[src/rtl/serial_io_bridge.sv]
// Byte bridge between the processor serial port and the host byte link.
// Two first-word fall-through FIFOs (host->proc RX, proc->host TX) plus sticky error flags.

module serial_io_bridge_fifo #(
    parameter int unsigned DEPTH_LOG2 = 4
) (
    input  logic                  clock,
    input  logic                  reset,
    input  logic [7:0]            push_data_i,
    input  logic                  push_req_i,
    input  logic                  pop_req_i,
    output logic [7:0]            head_o,
    output logic                  not_empty_o,
    output logic                  not_full_o,
    output logic [DEPTH_LOG2:0]   count_o
);
    localparam int unsigned AW    = DEPTH_LOG2;
    localparam int unsigned CW    = DEPTH_LOG2 + 1;
    localparam int unsigned DEPTH = 1 << DEPTH_LOG2;

    logic [7:0]    mem_q [DEPTH];
    logic [AW-1:0] rd_ptr_q, rd_ptr_d;
    logic [AW-1:0] wr_ptr_q, wr_ptr_d;
    logic [CW-1:0] count_q,  count_d;
    logic          push, pop;

    assign not_empty_o = (count_q != CW'(0));
    assign not_full_o  = (count_q != CW'(DEPTH));
    assign count_o     = count_q;
    assign head_o      = not_empty_o ? mem_q[rd_ptr_q] : 8'h00;

    // Pop is gated on the pre-edge occupancy, so push+pop on empty only pushes.
    assign push = push_req_i && not_full_o;
    assign pop  = pop_req_i  && not_empty_o;

    always_comb begin
        rd_ptr_d = rd_ptr_q;
        wr_ptr_d = wr_ptr_q;
        count_d  = count_q;
        if (push) begin
            wr_ptr_d = wr_ptr_q + AW'(1);
        end
        if (pop) begin
            rd_ptr_d = rd_ptr_q + AW'(1);
        end
        case ({push, pop})
            2'b10:   count_d = count_q + CW'(1);
            2'b01:   count_d = count_q - CW'(1);
            default: count_d = count_q;
        endcase
    end

    always_ff @(posedge clock or negedge reset) begin
        if (!reset) begin
            rd_ptr_q <= '0;
            wr_ptr_q <= '0;
            count_q  <= '0;
        end else begin
            rd_ptr_q <= rd_ptr_d;
            wr_ptr_q <= wr_ptr_d;
            count_q  <= count_d;
        end
    end

    // Storage is deliberately left out of reset.
    always_ff @(posedge clock) begin
        if (push) begin
            mem_q[wr_ptr_q] <= push_data_i;
        end
    end
endmodule

module serial_io_bridge #(
    parameter int unsigned DEPTH_LOG2 = 4
) (
    input  logic                  clock,
    input  logic                  reset,
    input  logic [7:0]            host_rx_data,
    input  logic                  host_rx_valid,
    output logic                  host_rx_ready,
    output logic [7:0]            host_tx_data,
    output logic                  host_tx_valid,
    input  logic                  host_tx_ready,
    output logic [7:0]            proc_serial_in,
    output logic                  proc_serial_valid_in,
    output logic                  proc_serial_ready_in,
    input  logic [7:0]            proc_serial_out,
    input  logic                  proc_serial_rden_out,
    input  logic                  proc_serial_wren_out,
    input  logic                  clear_flags,
    output logic [DEPTH_LOG2:0]   rx_count,
    output logic [DEPTH_LOG2:0]   tx_count,
    output logic                  rx_underflow,
    output logic                  tx_overflow
);
    logic rx_not_empty, rx_not_full;
    logic tx_not_empty, tx_not_full;
    logic rx_underflow_q, rx_underflow_d;
    logic tx_overflow_q,  tx_overflow_d;

    serial_io_bridge_fifo #(.DEPTH_LOG2(DEPTH_LOG2)) u_rx_fifo (
        .clock       (clock),
        .reset       (reset),
        .push_data_i (host_rx_data),
        .push_req_i  (host_rx_valid),
        .pop_req_i   (proc_serial_rden_out),
        .head_o      (proc_serial_in),
        .not_empty_o (rx_not_empty),
        .not_full_o  (rx_not_full),
        .count_o     (rx_count)
    );

    serial_io_bridge_fifo #(.DEPTH_LOG2(DEPTH_LOG2)) u_tx_fifo (
        .clock       (clock),
        .reset       (reset),
        .push_data_i (proc_serial_out),
        .push_req_i  (proc_serial_wren_out),
        .pop_req_i   (host_tx_ready),
        .head_o      (host_tx_data),
        .not_empty_o (tx_not_empty),
        .not_full_o  (tx_not_full),
        .count_o     (tx_count)
    );

    assign host_rx_ready        = rx_not_full;
    assign proc_serial_valid_in = rx_not_empty;
    assign proc_serial_ready_in = tx_not_full;
    assign host_tx_valid        = tx_not_empty;

    // Sticky flags: a new error in the same cycle as a clear keeps the flag set.
    always_comb begin
        rx_underflow_d = (rx_underflow_q && !clear_flags) ||
                         (proc_serial_rden_out && !rx_not_empty);
        tx_overflow_d  = (tx_overflow_q && !clear_flags) ||
                         (proc_serial_wren_out && !tx_not_full);
    end

    always_ff @(posedge clock or negedge reset) begin
        if (!reset) begin
            rx_underflow_q <= 1'b0;
            tx_overflow_q  <= 1'b0;
        end else begin
            rx_underflow_q <= rx_underflow_d;
            tx_overflow_q  <= tx_overflow_d;
        end
    end

    assign rx_underflow = rx_underflow_q;
    assign tx_overflow  = tx_overflow_q;
endmodule

[config.mk]
export PLATFORM = sky130hd
export DESIGN_NAME = serial_io_bridge
export DESIGN_NICKNAME = d
export VERILOG_FILES = /design/src/rtl/serial_io_bridge.sv
export SDC_FILE = /design/constraint.sdc
export NUM_CORES = 1
export LEC_CHECK = 0
export CAP_MARGIN = 5
export CORE_AREA = 2 2 139 175
export DETAILED_ROUTE_END_ITERATION = 16
export DIE_AREA = 0 0 141 177
export PLACE_DENSITY = 0.76
export SYNTH_ARGS = -nofsm -noshare
export SYNTH_HDL_FRONTEND = slang
export SYNTH_SLANG_ARGS = --single-unit
[constraint.sdc]
create_clock -name clock -period 3.62 [get_ports clock]
set_clock_uncertainty 0.1 [all_clocks]
set_input_delay 0.543 -clock clock [delete_from_list [all_inputs] [get_ports clock]]
set_output_delay 0.543 -clock clock [all_outputs]
set_load 0.05 [all_outputs]
======== After elaboration in Yosys (flattened, before gate mapping) ========
Memory sizes are Yosys's and may differ from the RTL's.
Cells that the tools add are included.
storage, ports and cells
  register bits ........................... 28
  RAM bits ................................ 256
  input bits .............................. 23
  output and inout bits ................... 32
  word-level logic and storage cells ...... 49
  memories ................................ 2
operators by class
  $add $sub $neg .......................... 8
  equal/unequal tests ..................... 6
  mux-type cells .......................... 8
  reductions and logical operators ........ 17
memories
  memory           words  width  rd ports  clocked after memory_dff  wr ports  RTL line  RTL
  u_rx_fifo.mem_q  16     8      1         0                         1         21        logic [7:0] mem_q [DEPTH];
  u_tx_fifo.mem_q  16     8      1         0                         1         21
operators by type and width
  kind                 number
  $pmux 5 s2           2
  $add 4x1->4 const B  4
  $mux 8               2
  $add 5x1->5 const B  2
  $ne 5x5->1 const B   2
  $reduce_bool 5->1    2
  $sub 5x1->5 const B  2
  $logic_and 1x1->1    8
  $eq 2x1->1 const B   2
  $eq 2x2->1 const B   2
  $mux 1               4
  $reduce_bool 2->1    2
  $logic_not 1->1      3
  $logic_or 1x1->1     2

======== Depth between registers and ports, before layout ========
Gate-level depths: netlist (run 1).
  depth after elaboration ................. 4
  mapped depth ............................ 12
  mapped depth without buffers ............ 10

======== Hierarchy ========
Synthesis (run 1) repeated with hierarchy kept, for this count alone.
unflattened totals
  cell total of the unflattened synthesis .. 628
  area, all modules ....................... 11852.6 um2
by module, submodules not included
  module                 times used  cells each  area each (um2)  sequential area each (um2)
  serial_io_bridge_fifo  2           310         5884.4           4169.0
  serial_io_bridge       1           8           83.8             50.0

======== Least setup slack after synthesis (run 1) ========
No wires, ideal clock.
  kind .................................... reg2out
  from .................................... register u_rx_fifo.count_q[1] (netlist: u_rx_fifo.count_o[1])
  to ...................................... output proc_serial_in[0]
  arrival time ............................ 2.453 ns
  required time ........................... 2.977 ns
  path slack .............................. 0.524 ns
  cell stages (with the launch flop) ...... 6
  path buffers ............................ 1
  cell sequence ........................... dfrtp_1 -> buf_2 -> nor4_4 -> nand2_1 -> nand2_1 -> o22ai_1
between the ends
  word-level cells in the longest chain between the ends .. 2
RTL lines
  element                   RTL line  RTL
  start, declared           24        logic [CW-1:0] count_q, count_d;
  start signal, assigned    61        count_q <= count_d;
  $reduce_bool 5->1         27        assign not_empty_o = (count_q != CW'(0));
  via proc_serial_valid_in  85        output logic proc_serial_valid_in,
  $mux 8                    30        assign head_o = not_empty_o ? mem_q[rd_ptr_q] : 8'h00;
  end, declared             84        output logic [7:0] proc_serial_in,
The timed path passes the listed nets, and every way through them passes these cells.

======== Worst setup path after layout (run 1) ========
  from .................................... register u_tx_fifo.rd_ptr_q[1]
  to ...................................... output host_tx_data[1]
between the ends
  word-level cells in the longest chain between the ends .. 2
RTL lines
  element                 RTL line  RTL
  start, declared         22        logic [AW-1:0] rd_ptr_q, rd_ptr_d;
  start signal, assigned  59        rd_ptr_q <= rd_ptr_d;
  $mem_v2 16x8            -
  $mux 8                  30
  end, declared           81        output logic [7:0] host_tx_data,
Every way passes these cells.

==> results of run 1 <==
==> kinds of logic after synthesis <==
family	Yosys count
adder cells (fa/ha/maj)	17
XOR/XNOR	24
AND/OR/NAND/NOR	78
multiplexers	100
AO/OA/AOI/OAI	43
buffers and inverters	42
flip-flops	284
==> routing by layer <==
layer	global-route usage, %	vias up
li1	-	2511
met2	32.5	157
met4	4.96	0
met3	2.73	42
met5	0	-
met1	20.9	2853
==> sequential cells by signal (all words and copies together) (netlist names) <==
name,count
tx_overflow,1
u_rx_fifo.count_o,5
u_tx_fifo.wr_ptr_q,4
u_rx_fifo.rd_ptr_q,4
u_rx_fifo.mem_q,128
u_tx_fifo.mem_q,128
u_rx_fifo.wr_ptr_q,4
u_tx_fifo.count_o,5
u_tx_fifo.rd_ptr_q,4
rx_underflow,1
==> final cells by class <==
class,count,area (sq um)
fillers,1680,10100
flip-flops and latches,284,8390
multi-input cells,262,2910
clock buffers,41,811
repair buffers,77,723
well taps,292,365
clock inverters,9,67.6
inverters,12,45.0
==> report_power, final <==
part | internal (mW) | leakage (nW) | switching (mW) | total, mW
logic | 1.71 | 1.47 | 2.35 | 4.06
registers | 4.03 | 2.64 | 0.412 | 4.44
clock network | 1.61 | 0.436 | 1.11 | 2.73
==> worst max-delay path, delay by kind of cell (launching register included) <==
family / cells / cell delay (ns)
muxes: 2 / 0.78
AOI/OAI and AO/OA: 1 / 0.15
DFF: 1 / 0.69
buffers and inverters: 2 / 0.49
==> how the worst max path moves through the flow <==
stage                                                 start                               end  cells after the start
final                     u_tx_fifo.rd_ptr_q[1]$_DFFE_PN0P_                   host_tx_data[1]                      5
after global routing      u_tx_fifo.rd_ptr_q[1]$_DFFE_PN0P_                   host_tx_data[1]                      5
after CTS                  u_rx_fifo.count_o[2]$_DFFE_PN0P_                 proc_serial_in[0]                      5
after detailed placement                      host_rx_valid  u_rx_fifo.count_o[4]$_DFFE_PN0P_                     10
after global placement                        host_rx_valid  u_rx_fifo.count_o[4]$_DFFE_PN0P_                     10
after floorplan            u_rx_fifo.count_o[1]$_DFFE_PN0P_                 proc_serial_in[0]                      5
==> cells in the final DEF (no fill, tap or decap), drive strengths merged, types with 2 or more instances in the layout <==
| cell | instances |
|---|---|
| nor4 | 2 |
| o21ai | 10 |
| edfxtp | 256 |
| o31ai | 2 |
| nand3 | 2 |
| mux2 | 4 |
| clkinv | 8 |
| dfrtp | 28 |
| mux2i | 32 |
| dlymetal6s2s | 5 |
| nor2 | 27 |
| a21oi | 7 |
| clkdlybuf4s50 | 38 |
| ha | 17 |
| clkbuf | 41 |
| mux4 | 64 |
| o22ai | 16 |
| xnor2 | 14 |
| nor2b | 2 |
| a21boi | 4 |
| nor3 | 8 |
| buf | 34 |
| inv | 12 |
| xor2 | 10 |
| nand2b | 7 |
| nand4 | 4 |
| and3b | 3 |
| nand2 | 20 |
==> repair_timing <==
| item | CTS | global route |
|---|---|---|
| setup buffers | 0 | 0 |
| setup endpoints to repair | 0 | 5 |
| resized for setup | 0 | 5 |
==> impl_metrics.ini, run 1 <==
[floorplan]
fp-row-count = 63
core_area_sq_um = 23400
dieArea_sq_um = 25000
chipHeight_microns = 177
initial_core_util_pct = 49.2
die_x_microns = 141
pin_count = 55

[worst_hold_path]
hp-class = input port to asynchronous set/reset pin

[place]
routabilityCongestion = 0.723
placed_area_sq_um = 12400
port_buffers = 54
dp_hpwl_mm = 13.6
place_inst = 927
pre_cts_ws_ns = 0.511

[yosys]
synthXorXnorAreaFrac_pct = 1.82
syn_nets = 628
yosysTopAreaCellShare_pct = 66.7
ys_async_sr_fraction_pct = 9.86
synth-seq-area-share_pct = 72.8
synth_compound_area_share_pct = 2.39
synth.distinct_cells = 39
synth_top_area_cell = edfxtp_1
netlist_instances = 588
synth_area_leaders = edfxtp_1, mux4_2, dfrtp_1, mux2i_1, ha_1
ys_ff_latch = 284
synth.most_common_cell = edfxtp_1
synth_edf_count = 256
synthMuxAreaShare_pct = 15.7
synth_area_sq_um = 11500
synth_warnings = 0
synth_common_cells = edfxtp_1, mux4_2, mux2i_1
synth_top_family_by_area = multiplexers
synthAdderAreaFrac_pct = 1.85
synthSimpleGateAreaFrac_pct = 3.49
avgSynthCellArea_sq_um = 19.6
synthFlopType = edfxtp_1

[clocking]
root_buffer = clkbuf_16
htreeDepth = 1
clkTransAtPathRegs_ns = 0.06
numCtsBuffers = 28
cts.sinks = 284
clock_path_buffers = 3
clk_latency_ns = 0.53
ctsHoldBuffers = 0
cts_tree = done

[finish]
drive_above_1_share_pct = 21.8
fin_nets = 705
diodes = 0
layout.cells.non_filler = 977
fin_util_pct = 56.8
final_area_sq_um = 13300
area_growth_pct = 15.5

[timing]
period_share_pct = 90.9
max_freq_mhz = 304
fin_crit_ns = 3.29
hold-worst-slack_ns = 0.300
hold_viol_final = 0
maxSlewHeadroom_pct = 35.1
tightest_slew_ns = 0.970
finalSetupTns_ns = 0
slew_viol_final = 0
setup_viol = 0
fin_ws_ns = 0.331
grt_setup_unrepaired = false

[routing]
routed-wl-met3_microns = 929
ant_nets = 0
vias_per_cell = 5.69
wl_met1_mm = 8.10
via_count = 5563
dr.pass1.iters = 5
wl_met2_mm = 11.4
drt_iter0_markers = 405
highest_layer = met4
drt_wl_total_mm = 21.0
remaining_drc_errors = 0
routedWlPerCell_microns = 21.4

[setup_path]
slowest_delay_ns = 0.69
worstReg2RegStart = u_rx_fifo.count_o[2]$_DFFE_PN0P_
cp_data_arrival_time_ns = 2.65
path_class = register to primary output
critPathLaunchType = register
cpMaxStageDelayCell = dfrtp_2
worst_ep_required_time_ns = 2.98
r2r_cells = 10
reg2reg_slack_ns = 0.81
rr_endpoint = u_rx_fifo.count_o[4]$_DFFE_PN0P_
crit_chain = buf_12 > mux4_2 > mux2i_1 > o22ai_1 > buf_4
cp_max_fo = 20
critPathCaptureType = primary output

[run_status]
status = complete, no violations

[run]
maxCapViolCount = 0

[power]
power_mw = 11.2
irDropWorstVdd_mv = 0.788
leakage_nw = 4.55
cellPowerDensity_nw_per_um2 = 844

[grt]
grt_overflow = 0
grt_max_degree = 36
grt_pass1_vias = 6015
grt_antenna_before_repair = 0
grt_pass1_wl_mm = 33.4
grt_usage_pct = 17.4
Power figures use the tool's default switching activity.
==> run 2, diff against run 1 <==
Settings changed: CORE_AREA 2 2 139 175 to 2 2 155 157, DIE_AREA 0 0 141 177 to 0 0 157 159, PLACE_DENSITY 0.76 to 0.77, SKIP_LAST_GASP from default to 1.
==> run 2 against run 1 <==
  * Critical path type unchanged
  * Die area hardly changed
  * Cell area grew 0.55%
  * Power about the same
  * Critical endpoint is now proc_serial_in[4]
  * Fmax down 1.9%
  * Routed wire length up 5.0%
==> impl_metrics.ini, run 2 (same netlist as run 1, synthesis figures left out) <==
[run_status]
status = complete, no violations

[floorplan]
fp-row-count = 56
die_x_microns = 157
core_area_sq_um = 23200
initial_core_util_pct = 49.7
chipHeight_microns = 159
pin_count = 55
dieArea_sq_um = 25000

[finish]
area_growth_pct = 16.1
layout.cells.non_filler = 1012
diodes = 0
final_cell_mix = edfxtp_1, mux4_2, clkdlybuf4s50_1, buf_4, mux2i_1
fin_util_pct = 57.7
largestRegisters = u_rx_fifo.mem_q: 128 flops, u_tx_fifo.mem_q: 128 flops
fillers = 1676
fin_nets = 713
final_common_cell = edfxtp_1
drive_above_1_share_pct = 21.9

[timing]
slew_viol_final = 0
fin_crit_ns = 3.35
period_share_pct = 92.7
fin_ws_ns = 0.266
finalSetupTns_ns = 0
grt_setup_unrepaired = false
hold-worst-slack_ns = 0.313
setup_viol = 0
max_freq_mhz = 298
hold_viol_final = 0
maxSlewHeadroom_pct = 37.6
tightest_slew_ns = 0.932

[setup_path]
critPathCaptureType = primary output
r2r_cells = 10
path_class = register to primary output
worst_ep_required_time_ns = 2.98
critPathLaunchType = register
cp_max_fo = 16
cp_data_arrival_time_ns = 2.71

[clocking]
clkTransAtPathRegs_ns = 0.06
numCtsBuffers = 27
clock_path_buffers = 3
htreeDepth = 1
cts.sinks = 284
cts_setup_buffers = 0
clk_latency_ns = 0.52
root_buffer = clkbuf_16
cts_tree = done

[routing]
remaining_drc_errors = 0
vias_per_cell = 5.62
drt_iter0_markers = 409
ant_nets = 0
via_count = 5692
drt_wl_total_mm = 22.0
routedWlPerCell_microns = 21.7
dr.pass1.iters = 5

[grt]
grt_usage_pct = 18.0
grt_overflow = 0
grt_pass1_vias = 6023
grt_max_degree = 35
grt_pass1_wl_mm = 34.1
grt_antenna_before_repair = 0

[power]
irDropWorstVdd_mv = 0.842
leakage_nw = 4.59
cellPowerDensity_nw_per_um2 = 839

[place]
port_buffers = 54
dp_hpwl_mm = 14.5
routabilityCongestion = 0.805
pre_cts_ws_ns = 0.384
place_inst = 963

[worst_hold_path]
hp-class = input port to asynchronous set/reset pin

[run]
maxCapViolCount = 0
[run 2: cell types whose count changed in the layout (fill, tap and decap cells not counted)]
cell and delta:
buf_4 +6, clkbuf_1 +4, clkbuf_16 -2, clkbuf_8 -2, clkinv_1 -2, dlygate4sd2_1 +2, bufinv_16 +1, clkinv_2 -1
clkinvlp_4 +1, dfrtp_2 -1, dfrtp_4 +1, dlymetal6s2s_1 +1
[run 2: final cells by class]
cell class	instances	area, sq um	area share (%)
timing repair buffer	86	798	5.96
sequential	284	8390	62.7
multi-input combinational	262	2910	21.7
clock buffer	41	748	5.59
clock inverter	8	92.6	0.692
inverter	12	45.0	0.337
tap	319	399	2.98
[run 2: critical path, stage by stage (launching register included)]
cell           delay (ns)
dfrtp_4              0.62
buf_4                0.25
mux4_2               0.52
mux2i_1              0.24
o22ai_1              0.12
dlygate4sd2_1        0.44
[run 2: where the power goes]
part / internal [mW] / switching [mW]
Combinational: 1.72 / 2.33
Clock: 1.56 / 1.10
Sequential: 4.03 / 0.477
[run 2: final timing paths]
check,slack (ns),start,end
max,0.27,u_rx_fifo.rd_ptr_q[0]$_DFFE_PN0P_,proc_serial_in[4]
min,0.31,reset,u_rx_fifo.count_o[4]$_DFFE_PN0P_
max reg2reg,0.78,u_rx_fifo.count_o[2]$_DFFE_PN0P_,u_rx_fifo.count_o[4]$_DFFE_PN0P_
min reg2reg,0.41,u_tx_fifo.rd_ptr_q[3]$_DFFE_PN0P_,u_tx_fifo.rd_ptr_q[3]$_DFFE_PN0P_
max in group asynchronous,2.81,reset,u_rx_fifo.rd_ptr_q[0]$_DFFE_PN0P_
min in group clock,0.41,u_tx_fifo.rd_ptr_q[3]$_DFFE_PN0P_,u_tx_fifo.rd_ptr_q[3]$_DFFE_PN0P_
[run 2: timing repair]
action / 4_1_cts / 5_1_grt
resized for setup: 3 / 6
cloned: 0 / 0
setup endpoints to repair: 8 / 6
hold buffers: 0 / 0
[run 2: per-stage QoR]
step | power (mW) | cell area (sq um)
finish | 11.2 | 13400
global placement | 8.53 | 12500
global route | 11.7 | 13400
CTS | 11.3 | 13400
detailed placement | 8.67 | 12500
floorplan | 7.49 | 11500
[run 2: metal layers]
layer	track usage [%]	vias to the layer above	wire length (microns)
li1	-	2526	-
met1	23.1	2914	8700
met5	0	-	0
met2	31.4	215	11600
met4	4.92	0	446
met3	3.38	37	1260
==> run 3, diff against run 2 <==
Settings changed: CELL_PAD_IN_SITES_DETAIL_PLACEMENT from default to 1, CELL_PAD_IN_SITES_GLOBAL_PLACEMENT from default to 2, CORE_AREA 2 2 155 157 to 2 2 144 181, DIE_AREA 0 0 157 159 to 0 0 146 183, PLACE_DENSITY 0.77 to 0.87.
==> run 3 against run 2 <==
  * Cell count rose by 1.2%
  * Non-clock buffer count fell by 7
  * Sequential power fell by 2%
  * Cell area fell by 0.43%
  * Flip-flop and latch count did not move
  * Clock power barely moved
  * Clock-buffer cell count did not move
  * Routed wire length rose by 7.6%
  * Critical endpoint is now host_tx_data[2]
  * Worst hold slack got worse by 0.024 ns
  * Power rose by 0.47%
==> impl_metrics.ini, run 3 (same netlist as run 1, synthesis figures left out) <==
[finish]
largestRegisters = u_rx_fifo.mem_q: 128 flops, u_tx_fifo.mem_q: 128 flops
diodes = 0
final_common_cell = edfxtp_1
final_cell_mix = edfxtp_1, mux4_2, buf_4, clkdlybuf4s50_1, mux2i_1
fin_nets = 707
drive_above_1_share_pct = 22.4
area_growth_pct = 15.6

[place]
routabilityCongestion = 0.745
dp_hpwl_mm = 15.9
port_buffers = 54
pre_cts_ws_ns = 0.449

[floorplan]
initial_core_util_pct = 46.0
dieArea_sq_um = 26700
fp-row-count = 65
die_x_microns = 146
chipHeight_microns = 183
pin_count = 55
core_area_sq_um = 25000

[timing]
fin_crit_ns = 3.26
period_share_pct = 89.9
finalSetupTns_ns = 0
tightest_slew_ns = 0.929
hold_viol_final = 0
slew_viol_final = 0
fin_ws_ns = 0.364
setup_viol = 0
maxSlewHeadroom_pct = 37.8
grt_setup_unrepaired = false
max_freq_mhz = 307

[power]
irDropWorstVdd_mv = 0.586
p_clk_share_pct = 23.8
seqPwrFrac_pct = 39.2
cellPowerDensity_nw_per_um2 = 846
p_comb_share_pct = 36.9
p_sw_share_pct = 35.6
power_mw = 11.3
p_int_mw = 7.26
leakage_nw = 4.50
p_switching_mw = 4.02

[run_status]
status = complete, no violations

[clocking]
htreeDepth = 1
cts_tree = done
cts_setup_buffers = 0
cts.sinks = 284
clk_latency_ns = 0.53
numCtsBuffers = 28
ctsHoldBuffers = 0
clock_path_buffers = 3
post_cts_resized = 0
clkTransAtPathRegs_ns = 0.06
root_buffer = clkbuf_16

[routing]
drt_iter0_markers = 260
via_count = 5666
dr.pass1.iters = 4
ant_nets = 0
routedWlPerCell_microns = 23.1
drt_wl_total_mm = 23.7
vias_per_cell = 5.53
remaining_drc_errors = 0

[grt]
grt_overflow = 0
grt_pass1_wl_mm = 37.2
grt_max_degree = 36
grt_usage_pct = 18.2
grt_antenna_before_repair = 0
grt_pass1_vias = 6417

[run]
maxCapViolCount = 0

[setup_path]
cp_data_arrival_time_ns = 2.61
critPathLaunchType = register
critPathCaptureType = primary output
cp_max_fo = 23
path_class = register to primary output
worst_ep_required_time_ns = 2.98

[worst_hold_path]
hp-class = input port to asynchronous set/reset pin
==> run 3: cell types whose count changed in the layout (fill, tap and decap cells not counted), moves of 2 or more <==
cell,before,now
dlygate4sd2_1,2,0
clkbuf_16,27,29
clkinv_2,5,7
dlymetal6s2s_1,6,0
clkbuf_8,2,0
clkinv_1,0,2
==> run 3: final timing paths <==
kind	endpoint	from	cells past startpoint	slack, ns
min in group clock	u_tx_fifo.rd_ptr_q[3]$_DFFE_PN0P_	u_tx_fifo.rd_ptr_q[3]$_DFFE_PN0P_	1	0.41
max	host_tx_data[2]	u_tx_fifo.rd_ptr_q[1]$_DFFE_PN0P_	5	0.36
max in group asynchronous	u_rx_fifo.rd_ptr_q[0]$_DFFE_PN0P_	reset	2	2.82
min reg2reg	u_tx_fifo.rd_ptr_q[3]$_DFFE_PN0P_	u_tx_fifo.rd_ptr_q[3]$_DFFE_PN0P_	1	0.41
min	u_tx_fifo.count_o[3]$_DFFE_PN0P_	reset	2	0.29
max reg2reg	u_rx_fifo.count_o[4]$_DFFE_PN0P_	u_rx_fifo.count_o[2]$_DFFE_PN0P_	10	0.73
==> run 3: cell type report <==
class                           instances  area, sq um
Clock buffer                           41          771
Clock inverter                         11         80.1
Fill cell                            2311        11700
Inverter                               12         45.0
Multi-Input combinational cell        262         2910
Sequential cell                       284         8390
Tap cell                              335          419
Timing Repair Buffer                   79          713
==> run 3: power groups by stage <==
stage	sequential [mW]	clock, mW	combinational, mW
final	4.43	2.69	4.17
after global routing	4.48	2.86	4.45
after CTS	4.43	2.75	4.25
after detailed placement	4.49	0	4.22
after floorplan	4.48	0	3.01
after global placement	4.44	0	4.05
==> run 3: critical path: stages (launching register included) <==
cell,delay [ns]
dfrtp_2,0.67
buf_12,0.28
mux4_2,0.54
mux2i_1,0.22
o22ai_1,0.14
buf_4,0.22
==> run 3: metrics by stage <==
step                cells  hold WS [ns]  cell area [sq um]  util, %
finish               1024         0.289              13300     53.2
global route         1024         0.309              13300     53.2
CTS                  1024         0.297              13300     53.2
detailed placement    972         0.396              12500     49.8
global placement      972         0.376              12500     49.8
floorplan             588         0.147              11500        -
==> run 3: metal layers <==
| layer | wire length (microns) | up-vias | global-route usage (%) |
|---|---|---|---|
| li1 | - | 2510 | - |
| met1 | 9030 | 2975 | 20.9 |
| met2 | 13100 | 129 | 34.7 |
| met3 | 831 | 52 | 2.69 |
| met4 | 663 | 0 | 6.06 |
| met5 | 0 | - | 0 |
